<file path="src/rtl/distance_pwm_pkg.sv">
// rtl/distance_pwm_pkg.sv - shared types, defaults and clamp helper for the distance PWM path
package distance_pwm_pkg;

  localparam int DIST_WIDTH    = 13;
  localparam int PWM_MAX_COUNT = 3000;

  typedef enum logic [2:0] {
    IDLE,
    REQUEST,
    WAIT,
    HOLD,
    COUNT
  } state_t;

  // Distances at or beyond the PWM period all map to full duty.
  function automatic logic [31:0] clamp_dist(input logic [31:0] d, input logic [31:0] max_count);
    return (d >= max_count) ? max_count : d;
  endfunction

endpackage

</file>
<file path="src/rtl/distance_pwm_scheduler_timer.sv">
// rtl/distance_pwm_scheduler_timer.sv - PWM phase counter with wrap strobe and period_sync pulse
module pwm_period_timer
  import distance_pwm_pkg::*;
#(
  parameter int MAX_COUNT = PWM_MAX_COUNT
) (
  input  logic clk,
  input  logic reset_n,
  input  logic enable,
  output logic wrap,
  output logic period_sync
);

  localparam int PW = (MAX_COUNT > 1) ? $clog2(MAX_COUNT) : 1;

  logic [PW-1:0] phase;

  assign wrap = enable && (phase == PW'(MAX_COUNT - 1));

  // period_sync marks the cycle where phase has just returned to 0.
  always_ff @(posedge clk or negedge reset_n) begin
    if (!reset_n) begin
      phase       <= '0;
      period_sync <= 1'b0;
    end else begin
      period_sync <= wrap;
      if (wrap) begin
        phase <= '0;
      end else if (enable) begin
        phase <= phase + 1'b1;
      end
    end
  end

endmodule

</file>
<file path="src/rtl/distance_pwm_scheduler.sv">
// rtl/distance_pwm_scheduler.sv - requests distance samples and commits them on PWM period boundaries
module distance_pwm_scheduler
  import distance_pwm_pkg::*;
#(
  parameter int WIDTH           = DIST_WIDTH,
  parameter int MAX_COUNT       = PWM_MAX_COUNT,
  parameter int SAMPLE_PERIODS  = 4,
  parameter int TIMEOUT_PERIODS = 16
) (
  input  logic             clk,
  input  logic             reset_n,
  input  logic             enable,
  output logic             sample_req,
  input  logic             sample_valid,
  input  logic [WIDTH-1:0] sample_data,
  output logic             sample_ready,
  output logic [WIDTH-1:0] distance_out,
  output logic             period_sync,
  output logic             pwm_enable,
  output logic             stale
);

  localparam int CMAX = (SAMPLE_PERIODS > TIMEOUT_PERIODS) ? SAMPLE_PERIODS : TIMEOUT_PERIODS;
  localparam int CW   = $clog2(CMAX + 1);

  state_t           state;
  logic [CW-1:0]    pcount;
  logic [CW-1:0]    tcount;
  logic [WIDTH-1:0] shadow;
  logic             req_q;
  logic             ready_q;
  logic             wrap;
  logic             handshake;

  pwm_period_timer #(
    .MAX_COUNT(MAX_COUNT)
  ) u_timer (
    .clk        (clk),
    .reset_n    (reset_n),
    .enable     (enable),
    .wrap       (wrap),
    .period_sync(period_sync)
  );

  // Gating with enable drops the handshake lines in the very cycle enable falls.
  assign sample_req   = req_q && enable;
  assign sample_ready = ready_q && enable;
  assign handshake    = sample_valid && sample_ready;

  always_ff @(posedge clk or negedge reset_n) begin
    if (!reset_n) begin
      state        <= IDLE;
      pcount       <= '0;
      tcount       <= '0;
      shadow       <= '0;
      req_q        <= 1'b0;
      ready_q      <= 1'b0;
      distance_out <= '0;
      stale        <= 1'b0;
      pwm_enable   <= 1'b0;
    end else begin
      pwm_enable <= enable;
      if (enable) begin
        req_q <= 1'b0;
        case (state)
          IDLE: begin
            state <= REQUEST;
            req_q <= 1'b1;
          end
          REQUEST: begin
            tcount  <= '0;
            ready_q <= 1'b1;
            state   <= WAIT;
          end
          WAIT: begin
            // A sample arriving on the final timeout wrap still counts.
            if (handshake) begin
              shadow  <= WIDTH'(clamp_dist(32'(sample_data), 32'(MAX_COUNT)));
              ready_q <= 1'b0;
              state   <= HOLD;
            end else if (wrap) begin
              if (tcount == CW'(TIMEOUT_PERIODS - 1)) begin
                stale   <= 1'b1;
                ready_q <= 1'b0;
                req_q   <= 1'b1;
                state   <= REQUEST;
              end else begin
                tcount <= tcount + 1'b1;
              end
            end
          end
          HOLD: begin
            if (wrap) begin
              distance_out <= shadow;
              stale        <= 1'b0;
              pcount       <= '0;
              state        <= COUNT;
            end
          end
          COUNT: begin
            if (wrap) begin
              if (pcount == CW'(SAMPLE_PERIODS - 1)) begin
                req_q <= 1'b1;
                state <= REQUEST;
              end else begin
                pcount <= pcount + 1'b1;
              end
            end
          end
          default: state <= IDLE;
        endcase
      end
    end
  end

endmodule

</file>
<file path="config.mk">
export PLATFORM = sky130hd
export DESIGN_NAME = distance_pwm_scheduler
export DESIGN_NICKNAME = d
export VERILOG_FILES = /design/src/rtl/distance_pwm_pkg.sv /design/src/rtl/distance_pwm_scheduler_timer.sv /design/src/rtl/distance_pwm_scheduler.sv
export SDC_FILE = /design/constraint.sdc
export NUM_CORES = 1
export LEC_CHECK = 0
export CORE_MARGIN = 2
export CORE_UTILIZATION = 40
export DETAILED_ROUTE_END_ITERATION = 16
export SLEW_MARGIN = 20
export SYNTH_ARGS = -nofsm -noshare
export SYNTH_HDL_FRONTEND = slang
export SYNTH_SLANG_ARGS = --single-unit
</file>
<file path="constraint.sdc">
create_clock -name clk -period 2.46 [get_ports clk]
set_input_delay 0.738 -clock clk [delete_from_list [all_inputs] [get_ports clk]]
set_output_delay 0.738 -clock clk [all_outputs]
set_load 0.01 [all_outputs]
</file>
==> metrics.md <==
| Metric | Value |
|---|---|
| Mapped Nets | 256 |
| Placed Instances | 354 |
| Top Ports | 35 |
| Largest net degree at the start of global routing | 57 |
| H-tree levels | 2 |
| Min-delay worst type | in2async |
| Setup WS pre-CTS | -384.5 ps |
| Largest cells by area after synthesis | dfrtp_1, mux2_2, nand2_1 |
| Synth top area share | 54.77% |
| Worst VDD drop | 350.7 uV |
| Fin util | 51.29% |
| Worst skew pair latency | 310 ps |
| Post-route non-filler standard cell count | 362 |
| R2R Setup Slk | 180 ps |
| CTS Buffer Depth | 2 |
| Critical Path Stages | 3 |
| Clock transition at path regs | 90 ps |
| Core Footprint | 6277 um^2 |
| Crit-path max cell delay | 540 ps |
| Ys async rst share | 100.0% |
| Cts hold-fix bufs | 0 |
| DR vias | 1,908 |
| GRT Total Usage | 15.77% |
| CP endpoint kind | output pin |
| Worst Path Buf+Inv | 2 |
| Vias in the first global route | 1,953 |
| Die footprint | 7053 um^2 |
| TNS Setup | 0 ps |
| Final setup fails | 0 |
| Outcome | finished, final reports clean |
| WHS | 400.8 ps |
| Family with the most delay on the worst path | buffers and inverters |
| Combinational Power Share | 23.5% |
| Synth cell types | 44 |
| Mean Syn Cell Area | 10.89 um^2 |
| Final HPWL DP | 3.650 mm |
| Critical path data required time | 1720 ps |
| Internal | 1581 uW |
| Clock share of power | 22.9% |
| Dominant cell type by area after synthesis | dfrtp_1 |
| Net Sw Power | 670.6 uW |
| Worst slew pin tran | 502.8 ps |
| Drt total wl | 5.105 mm |
| Kind of critical path | in2out |
| First-pass GRT wire length | 9.087 mm |
| Critical Path Slowest Stage Cell | clkdlybuf4s50_1 |
| Reg2reg end | tcount[3]$_DFFE_PN0P_ |
| DR DRC count | 0 |
| Synth warn | 0 |
| Post-CTS Setup Bufs | 0 |
| Layout Nets | 305 |
| Worst R2R Path Depth | 5 |
| Root Driver | clkbuf_8 |
| Worst-path cell chain | clkdlybuf4s15_2 -> and2_1 -> clkdlybuf4s50_1 |
| Top cells by count, synth | dfrtp_1, nand2_1, nand3_1, nor2_1, mux2_2 |
| FP Rows | 29 |
| Diode count | 0 |
| Layout fillers | 591 |
| Worst Skew | 11.39 ps |
| Slew Viols, Final | 0 |
| Gp weighted congestion | 0.8212 |
| Top FF cell, synth | dfrtp_1 |
| Power density over the cells | 699.5 nW/um^2 |
| Initial antenna violation count | 0 |
| Area of the multi-input gates | 1105 um^2 |
| Num CTS Buffers | 5 |
| Crit Path Max Fanout | 6 |
| Flop pwr share | 53.7% |
| Via density | 5.271 |
| Sequential area share after synthesis | 54.77% |
| Most common cell in the netlist | dfrtp_1 |
| Post-DRT Antenna Nets | 0 |
| P&R area growth vs syn | 25.82% |
| Wire length per cell | 14.10 um |
| EDFF count, synth | 0 |
| Grt total ovfl | 0 |
| Max-slew headroom | 66.41% |
| Die Y | 83.98 um |
| Final Hold Vio Count | 0 |
| TritonRoute pass-1 iters | 4 |
| Share of cells above drive strength 1 | 16.49% |
| Period utilization | 98.36% |
| Slack of the critical path | 40.23 ps |
| Worst r2r src | u_timer.phase[6]$_DFFE_PN0P_ |
| Critical path arrival | 1680 ps |
| Final worst path period need | 2420 ps |
| Port Buffers | 34 |
| Synthesized instance count | 235 |
| Area of the mapped netlist | 2559 um^2 |
| Die width | 83.98 um |
| CP startpoint kind | input port |
| Max cap viols | 0 |
| Seq. cell area | 1401 um^2 |
| Pleak | 0.001461 uW |
| Max Clk Rate | 0.4133 GHz |
| Initial DRC count | 71 |
| CTS Sinks | 56 |
| Yosys reg bits | 56 |
| TritonCTS clock tree | built |
| Initial Utilization | 40.76% |
| Sw frac | 29.78% |
through the flow:
step,cell area [um^2],power [uW]
2_1_floorplan,2559,1546
6_report,3219,2252
4_1_cts,3214,2279
3_3_place_gp,3119,1742
5_1_grt,3219,2406
3_5_place_dp,3119,1754
registers in the layout (all words and copies together) (netlist names):
| register | count |
|---|---|
| u_timer.period_sync | 1 |
| pcount | 5 |
| pwm_enable | 1 |
| req_q | 1 |
| ready_q | 1 |
| stale | 1 |
| tcount | 5 |
| u_timer.phase | 12 |
| distance_out | 13 |
| shadow | 13 |
| state | 3 |
repair_timing:
item / 4_1_cts / 5_1_grt
gates cloned: 0 / 0
endpoints found under the setup margin: 18 / 1
gates resized for setup: 3 / 1
endpoints found under the hold margin: 0 / 0
worst register-to-register path, cell delays in order (launching register included):
cell and delay (ps):
dfrtp_1 450, or4b_4 570, o41a_1 350, or3_1 400, or3_1 310, a21oi_1 140
cell families (layout without fill, tap and decap cells):
| family | Yosys count | count (layout) | share of synthesized area [%] |
|---|---|---|---|
| AND/OR/NAND/NOR | 92 | 92 | 19.36 |
| flip-flops | 56 | 56 | 54.77 |
| AO/OA/AOI/OAI | 40 | 40 | 10.86 |
| buffers and inverters | 16 | 66 | 2.494 |
| multiplexers | 14 | 14 | 6.112 |
| XOR/XNOR | 13 | 13 | 4.450 |
| adder cells (fa/ha/maj) | 4 | 4 | 1.956 |
layer usage:
layer | global-route usage, % | vias up | share of wire (%)
met1 | 20.40 | 942 | 47
met2 | 26.91 | 29 | 48
li1 | - | 932 | -
met3 | 3.165 | 5 | 3.5
met5 | 0 | - | 0
met4 | 4.399 | 0 | 0.86
cells in the final DEF, fill, tap and decap left out, drive strengths merged, types with 2 or more instances in the layout:
cell           netlist  final
o21ai                9      9
a21o                 3      3
nor2b                3      3
clkdlybuf4s50        0     32
nor3b                2      2
inv                  5      5
a31oi                2      2
xor2                 5      5
dfrtp               56     56
or3                  3      3
buf                  2     20
clkbuf               9      7
a22o                 4      4
nor4                 2      2
nand3               14     14
nand4                4      4
nand2b               4      4
nor4b                2      2
or3b                 2      2
xnor2                8      8
and3                 7      7
o22a                 6      6
nor3                 2      2
nand2               21     21
mux2                13     13
a21oi                7      7
and2                 7      7
ha                   4      4
nor2                14     14
power by group through the flow:
| stage | sequential [uW] | clock (uW) | combinational [uW] |
|---|---|---|---|
| 2_1_floorplan | 1170 | 0 | 375 |
| 3_3_place_gp | 1220 | 0 | 518 |
| 3_5_place_dp | 1220 | 0 | 532 |
| 4_1_cts | 1210 | 538 | 533 |
| 5_1_grt | 1230 | 574 | 599 |
| 6_report | 1210 | 515 | 528 |
cell type report:
class | count | area share [%]
tap | 77 | 2.993
clock buffer | 7 | 2.682
clock inverter | 1 | 0.2332
inverter | 5 | 0.5830
sequential | 56 | 43.53
multi-input combinational | 163 | 34.32
timing repair buffer | 53 | 15.66
worst max path at each step:
stage | from | to | slack, ps
floorplan | u_timer.phase[3]$_DFFE_PN0P_ | distance_out[0]$_DFFE_PN0P_ | 90
global placement | enable | tcount[3]$_DFFE_PN0P_ | -330
detailed placement | enable | tcount[3]$_DFFE_PN0P_ | -380
CTS | enable | sample_ready | 20
global route | tcount[0]$_DFFE_PN0P_ | tcount[3]$_DFFE_PN0P_ | -4
finish | enable | sample_ready | 40
Note: power is estimated with default switching activity, not from simulation.
